## config.mk

```make
export PLATFORM = sky130hd
export DESIGN_NAME = noise_gate_flat
export DESIGN_NICKNAME = d
export VERILOG_FILES = /design/src/rtl/noise_gate_if.sv /design/src/rtl/noise_gate.sv /design/src/flat_wrapper.sv
export SDC_FILE = /design/constraint.sdc
export NUM_CORES = 1
export LEC_CHECK = 0
export CORE_MARGIN = 2
export CORE_UTILIZATION = 45
export CTS_BUF_LIST = sky130_fd_sc_hd__clkbuf_8 sky130_fd_sc_hd__clkbuf_16
export DETAILED_ROUTE_END_ITERATION = 6
export GPL_ROUTABILITY_DRIVEN = 0
export GPL_TIMING_DRIVEN = 0
export PLACE_DENSITY = 0.7
export RECOVER_POWER = 25
export SETUP_SLACK_MARGIN = 0.15
export SYNTH_ARGS = -nofsm -noshare
export SYNTH_HDL_FRONTEND = slang
export SYNTH_SLANG_ARGS = --single-unit
```

## constraint.sdc

```tcl
create_clock -name clk_i -period 7.4 [get_ports clk_i]
set_input_delay 0.74 -clock clk_i [delete_from_list [all_inputs] [get_ports clk_i]]
set_output_delay 0.74 -clock clk_i [all_outputs]
set_load 0.02 [all_outputs]
```

## src/rtl/noise_gate_if.sv

```systemverilog
// Sample stream bundle for the noise gate: enable, input strobe/sample, gated output and LED.
// The master drives the input side; the slave (the gate) drives the output side.
interface noise_gate_if #(
   parameter int unsigned DATA_WIDTH = 24
);
   logic                         en_i;
   logic signed [DATA_WIDTH-1:0] sample_i;
   logic                         sample_valid_i;
   logic signed [DATA_WIDTH-1:0] sample_o;
   logic                         sample_valid_o;
   logic                         gate_open_o;

   modport master (
      output en_i,
      output sample_i,
      output sample_valid_i,
      input  sample_o,
      input  sample_valid_o,
      input  gate_open_o
   );

   modport slave (
      input  en_i,
      input  sample_i,
      input  sample_valid_i,
      output sample_o,
      output sample_valid_o,
      output gate_open_o
   );
endinterface

```

## src/rtl/noise_gate.sv

```systemverilog
// Peak-envelope noise gate with hysteresis, hold and click-free attack/release gain ramps.
// Gated samples appear two cycles after their input strobe.
module noise_gate #(
   parameter int unsigned DATA_WIDTH   = 24,
   parameter int unsigned THRESHOLD    = 300,
   parameter int unsigned HYST         = 64,
   parameter int unsigned HOLD_SAMPLES = 2400,
   parameter int unsigned DECAY_SHIFT  = 4,
   parameter int unsigned GAIN_W       = 8,
   parameter int unsigned ATTACK_STEP  = 64,
   parameter int unsigned RELEASE_STEP = 16
) (
   input logic         clk_i,
   input logic         rst_i,
   noise_gate_if.slave gate_io
);

   localparam int unsigned HoldW = (HOLD_SAMPLES > 1) ? $clog2(HOLD_SAMPLES) : 1;
   localparam int unsigned ProdW = DATA_WIDTH + GAIN_W + 2;
   localparam logic [GAIN_W:0]         Unity    = {1'b1, {GAIN_W{1'b0}}};
   localparam logic [GAIN_W+1:0]       AttackW  = (GAIN_W + 2)'(ATTACK_STEP);
   localparam logic [GAIN_W:0]         ReleaseW = (GAIN_W + 1)'(RELEASE_STEP);
   localparam logic [DATA_WIDTH-1:0]   OpenLvl  = DATA_WIDTH'(THRESHOLD);
   localparam logic [DATA_WIDTH-1:0]   CloseLvl = DATA_WIDTH'(THRESHOLD - HYST);
   localparam logic [DATA_WIDTH-1:0]   MaxPos   = {1'b0, {(DATA_WIDTH - 1){1'b1}}};
   localparam logic [DATA_WIDTH-1:0]   MostNeg  = {1'b1, {(DATA_WIDTH - 1){1'b0}}};

   typedef enum logic [2:0] {StClosed, StAttack, StOpen, StHold, StRelease} state_e;

   state_e                       state_q, state_d;
   logic [DATA_WIDTH-1:0]        env_q, env_d;
   logic [GAIN_W:0]              gain_q, gain_d;
   logic [HoldW-1:0]             hold_q, hold_d;
   logic signed [DATA_WIDTH-1:0] s1_sample_q, s1_sample_d;
   logic [GAIN_W:0]              s1_gain_q, s1_gain_d;
   logic                         s1_valid_q, s1_valid_d;
   logic signed [DATA_WIDTH-1:0] out_sample_q, out_sample_d;
   logic                         out_valid_q, out_valid_d;
   logic                         open_q, open_d;

   logic [DATA_WIDTH-1:0] abs_mag, env_dec, env_next;
   logic [GAIN_W+1:0]     gain_up_w;
   logic [GAIN_W:0]       gain_up, gain_dn;
   logic [ProdW-1:0]      prod;
   logic                  unused_prod;

   always_comb begin
      abs_mag = gate_io.sample_i;
      if (gate_io.sample_i[DATA_WIDTH-1]) begin
         // The most negative value has no positive twin; clamp it.
         abs_mag = (gate_io.sample_i == MostNeg) ? MaxPos : -gate_io.sample_i;
      end
      env_dec   = env_q - (env_q >> DECAY_SHIFT);
      env_next  = (abs_mag > env_dec) ? abs_mag : env_dec;
      gain_up_w = {1'b0, gain_q} + AttackW;
      gain_up   = (gain_up_w >= {1'b0, Unity}) ? Unity : gain_up_w[GAIN_W:0];
      gain_dn   = (gain_q > ReleaseW) ? gain_q - ReleaseW : '0;
   end

   // The gain moves on the same sample that enters ATTACK or RELEASE.
   always_comb begin
      state_d = state_q;
      gain_d  = gain_q;
      hold_d  = hold_q;
      env_d   = env_q;
      if (gate_io.sample_valid_i) begin
         env_d = env_next;
         if (!gate_io.en_i) begin
            state_d = StOpen;
            gain_d  = Unity;
            hold_d  = '0;
         end else begin
            unique case (state_q)
               StClosed: begin
                  if (env_next >= OpenLvl) begin
                     gain_d  = gain_up;
                     state_d = (gain_up == Unity) ? StOpen : StAttack;
                  end
               end
               StAttack: begin
                  if (env_next < CloseLvl) begin
                     gain_d  = gain_dn;
                     state_d = (gain_dn == '0) ? StClosed : StRelease;
                  end else begin
                     gain_d  = gain_up;
                     state_d = (gain_up == Unity) ? StOpen : StAttack;
                  end
               end
               StOpen: begin
                  gain_d = Unity;
                  if (env_next < CloseLvl) begin
                     if (HOLD_SAMPLES == 0) begin
                        gain_d  = gain_dn;
                        state_d = StRelease;
                     end else begin
                        hold_d  = HoldW'(HOLD_SAMPLES - 1);
                        state_d = StHold;
                     end
                  end
               end
               StHold: begin
                  gain_d = Unity;
                  if (env_next >= OpenLvl) begin
                     state_d = StOpen;
                  end else if (hold_q == '0) begin
                     gain_d  = gain_dn;
                     state_d = StRelease;
                  end else begin
                     hold_d = hold_q - 1'b1;
                  end
               end
               StRelease: begin
                  if (env_next >= OpenLvl) begin
                     gain_d  = gain_up;
                     state_d = (gain_up == Unity) ? StOpen : StAttack;
                  end else begin
                     gain_d  = gain_dn;
                     state_d = (gain_dn == '0) ? StClosed : StRelease;
                  end
               end
               default: state_d = StClosed;
            endcase
         end
      end
   end

   // Stage 1 captures the gain in effect before this sample's update; stage 2 scales.
   always_comb begin
      s1_valid_d  = gate_io.sample_valid_i;
      s1_sample_d = gate_io.sample_valid_i ? gate_io.sample_i : s1_sample_q;
      s1_gain_d   = s1_gain_q;
      if (gate_io.sample_valid_i) begin
         s1_gain_d = gate_io.en_i ? gain_q : Unity;
      end
      prod         = ProdW'(s1_sample_q) * ProdW'(s1_gain_q);
      out_valid_d  = s1_valid_q;
      out_sample_d = s1_valid_q ? prod[GAIN_W +: DATA_WIDTH] : out_sample_q;
      open_d       = (state_q != StClosed);
   end

   assign unused_prod = ^{prod[GAIN_W-1:0], prod[ProdW-1:GAIN_W+DATA_WIDTH]};

   always_ff @(posedge clk_i or posedge rst_i) begin
      if (rst_i) begin
         state_q      <= StClosed;
         env_q        <= '0;
         gain_q       <= '0;
         hold_q       <= '0;
         s1_sample_q  <= '0;
         s1_gain_q    <= '0;
         s1_valid_q   <= 1'b0;
         out_sample_q <= '0;
         out_valid_q  <= 1'b0;
         open_q       <= 1'b0;
      end else begin
         state_q      <= state_d;
         env_q        <= env_d;
         gain_q       <= gain_d;
         hold_q       <= hold_d;
         s1_sample_q  <= s1_sample_d;
         s1_gain_q    <= s1_gain_d;
         s1_valid_q   <= s1_valid_d;
         out_sample_q <= out_sample_d;
         out_valid_q  <= out_valid_d;
         open_q       <= open_d;
      end
   end

   assign gate_io.sample_o       = out_sample_q;
   assign gate_io.sample_valid_o = out_valid_q;
   assign gate_io.gate_open_o    = open_q;

endmodule

```

## src/flat_wrapper.sv

```systemverilog
// flat-port wrapper written by rule: the top's interface ports become plain ports
module noise_gate_flat 
#(
   parameter int unsigned DATA_WIDTH   = 24,
   parameter int unsigned THRESHOLD    = 300,
   parameter int unsigned HYST         = 64,
   parameter int unsigned HOLD_SAMPLES = 2400,
   parameter int unsigned DECAY_SHIFT  = 4,
   parameter int unsigned GAIN_W       = 8,
   parameter int unsigned ATTACK_STEP  = 64,
   parameter int unsigned RELEASE_STEP = 16
)
  (clk_i, rst_i, gate_io_en_i, gate_io_sample_i, gate_io_sample_valid_i, gate_io_sample_o, gate_io_sample_valid_o, gate_io_gate_open_o);
  noise_gate_if #(.DATA_WIDTH(DATA_WIDTH)) gate_io_i ();
  input logic clk_i;
  input logic rst_i;
  input wire logic [$bits(gate_io_i.en_i)-1:0] gate_io_en_i;
  input wire logic [$bits(gate_io_i.sample_i)-1:0] gate_io_sample_i;
  input wire logic [$bits(gate_io_i.sample_valid_i)-1:0] gate_io_sample_valid_i;
  output wire logic [$bits(gate_io_i.sample_o)-1:0] gate_io_sample_o;
  output wire logic [$bits(gate_io_i.sample_valid_o)-1:0] gate_io_sample_valid_o;
  output wire logic [$bits(gate_io_i.gate_open_o)-1:0] gate_io_gate_open_o;
  assign gate_io_i.en_i = gate_io_en_i;
  assign gate_io_i.sample_i = gate_io_sample_i;
  assign gate_io_i.sample_valid_i = gate_io_sample_valid_i;
  assign gate_io_sample_o = gate_io_i.sample_o;
  assign gate_io_sample_valid_o = gate_io_i.sample_valid_o;
  assign gate_io_gate_open_o = gate_io_i.gate_open_o;
  noise_gate #(.DATA_WIDTH(DATA_WIDTH), .THRESHOLD(THRESHOLD), .HYST(HYST), .HOLD_SAMPLES(HOLD_SAMPLES), .DECAY_SHIFT(DECAY_SHIFT), .GAIN_W(GAIN_W), .ATTACK_STEP(ATTACK_STEP), .RELEASE_STEP(RELEASE_STEP)) u_core (.clk_i(clk_i), .rst_i(rst_i), .gate_io(gate_io_i));
endmodule
```

==> reports/results.txt <==
Status: finished, violations left
Violations in the final reports: max-capacitance violations, max-slew violations
Cell area after layout: 16400 um2
Gr ovfl total: 0
Commonest non-fill, non-tap cell in the layout: inv_1
R2R setup slack: 0.54 ns
Row count: 66
Skew final: 0.0128 ns
Fmax: 146 MHz
Clock Sinks: 108
Final net count: 2105
Worst Hold Depth: 0
FFs w/ async S/R, synth: 100%
Largest net degree at the start of global routing: 71
Worst skew pair latency: 0.38 ns
Post-synth EDFFs: 0
Register area share after synthesis: 18.0%
Startpoint Class: flip-flop
DR vias/cell: 5.58
Synth warn: 0
Vias in the first global route: 12900
Crit-path max FO: 10
Max Transition Viols Final: 111
# IOs: 54
Chip height: 187 um
Share of cells above drive strength 1: 6.18%
Worst Setup End Kind: flip-flop
Req. time, crit path: 7.68 ns
Post-DP HPWL: 30000 um
Leakage Power: 7.74 nW
Antenna-violating nets left: 0
Arrival @ worst endpoint: 7.14 ns
Register bit total from synthesis: 108
Initial DRT Pass Iterations: 5
Final Hold Fails: 0
Root buffer cell: clkbuf_16
Area growth, synth to finish: 9.29%
Core Area: 32700 um2
1st-iter DRT viols: 745
CTS tree: yes
Min-delay worst type: reg -> reg
DRC viols: 0
DRT Wirelength: 38000 um
DR WL/cell: 17.0 um
Worst setup path start: u_core.s1_gain_q[1]
RSZ-0062 raised after global routing: true
Synth Instances: 1729
Actual slew at the worst max-slew pin: 3.67 ns
Reg2Reg Launch Point: u_core.s1_gain_q[1]
Min Tclk post-route: 6.86 ns
Cell Area, Placed: 16100 um2
Vias: 12500
WS Path Type: reg -> reg
Worst vdd ir: 0.376 mV
Die Area: 34800 um2
Worst Min Path Start: u_core.out_valid_d
Clk buf depth: 2
Synth unique cells: 80
Initial core utilization: 45.9%
Inserted Clock Buffers: 9
Reg2reg path depth: 23
Power Density: 343 nW/um2
Prevailing post-synth register cell: dfrtp_1
Final period utilization: 92.7%
MaxCap Viol Count: 2
H-tree level count: 3
Worst setup margin: 0.538 ns
Synthesized area: 15000 um2
Slew margin rel.: -145%
Most frequent cells in the layout: inv_1 (245), nand2_1 (179), fa_1 (171)
# setup viols final: 0
Port buffer count: 47
Syn Nets: 2044
Post-place setup slack: -0.325 ns
Min-Delay Endpoint: u_core.gate_io.sample_valid_o
Clock transition at the registers of the reported paths: 0.09 ns
Die span in x: 187 um
Worst flop-to-flop path endpoint: u_core.gate_io.sample_o[21]
First-pass GRT wire length: 63900 um
Average size of a mapped cell: 8.68 um2
Antenna violations before repair: 0
Antenna diodes: 0
Global Route Usage Sum: 22.4%
-- how the worst max path moves through the flow --
| stage | to | slack (ns) |
|---|---|---|
| floorplan | u_core.gate_io.sample_o[21] | 1.37 |
| global route | u_core.gate_io.sample_o[21] | 0.11 |
| global placement | u_core.hold_q[5] | -0.22 |
| finish | u_core.gate_io.sample_o[21] | 0.54 |
| CTS | u_core.gate_io.sample_o[21] | 0.14 |
| detailed placement | u_core.hold_q[0] | -0.32 |
-- routing by layer --
metal  part of all wire, %  GRT usage [%]
met1                    43           29.3
met2                    48           38.5
met3                   5.6           2.61
met4                   2.9           7.48
met5                     0              0
-- flip-flops by register name, summed over array words and instances, names as in the netlist, 3 cells and up --
register,flops
u_core.gate_io.sample_o,24
u_core.hold_q,12
u_core.s1_sample_q,24
u_core.state_q,3
u_core.gain_q,9
u_core.env_q,24
u_core.s1_gain_q,9
-- Yosys cell counts (all sizes together) (33+ instances only) --
library cell / count / area share (%)
clkbuf: 71 / 1.8
xnor2: 33 / 1.9
o21ai: 91 / 3.0
and2: 153 / 6.4
ha: 116 / 9.7
mux2: 47 / 3.5
nand2: 179 / 4.5
dfrtp: 108 / 18
a21oi: 73 / 2.4
fa: 171 / 23
inv: 245 / 6.1
nor2: 63 / 1.6
-- per-stage QoR --
stage	hold WS [ns]	util, %	cells	setup TNS (ns)	total power [W]
after detailed placement	0.371	49.1	2219	-4.98	0.00499
after CTS	0.390	50.0	2235	0	0.00554
final	0.387	50.2	2237	0	0.00564
after global placement	0.362	49.0	2218	-2.77	0.00488
after floorplan	0.352	-	1729	0	0.00394
after global routing	0.421	50.2	2237	0	0.00619
-- critical path, cell delays in order, from the launching register on --
cell and delay (ns):
dfrtp_1 0.33, clkbuf_1 0.29, clkbuf_2 0.32, nand2_1 0.11
fa_1 0.50, inv_1 0.06, fa_1 0.51, inv_1 0.06
fa_1 0.47, inv_1 0.05, fa_1 0.50, fa_1 0.50
ha_1 0.36, a21oi_1 0.09, nor2_1 0.21, nor3_1 0.09
a2111oi_1 0.57, o21ai_0 0.28, o21ai_1 0.37, a211oi_2 0.18
a21oi_1 0.39, a21o_1 0.22, xor2_1 0.06, mux2_2 0.25
-- what timing repair did --
action | 4_1_cts | 5_1_grt
hold buffers | 0 | 0
setup endpoints to repair | 16 | 26
gates resized for setup | 3 | 24
pin swaps | 0 | 1
setup buffers | 0 | 2
-- cell type report --
cell class	count	area, um2
flip-flops and latches	108	2700
repair buffers	50	489
inverters	245	921
well taps	442	553
multi-input cells	1283	11100
fillers	3144	16300
plain buffers	93	387
clock inverters	7	58.8
clock buffers	9	225
-- cell families after synthesis --
| kind of cell | after synthesis | share of synthesized area (%) |
|---|---|---|
| flip-flops | 108 | 18.0 |
| XOR/XNOR | 56 | 3.27 |
| AND/OR/NAND/NOR | 551 | 18.9 |
| adder cells (fa/ha/maj) | 287 | 32.5 |
| AO/OA/AOI/OAI | 334 | 14.7 |
| multiplexers | 55 | 4.08 |
| buffers and inverters | 338 | 8.62 |
-- power breakdown --
part	total, W	switching [W]	internal [W]
logic	0.00422	0.00255	0.00167
registers	0.000911	0.000129	0.000781
clock network	0.000507	0.000271	0.000236
total	0.00564	0.00295	0.00269
Note: power is estimated with default switching activity, not from simulation.
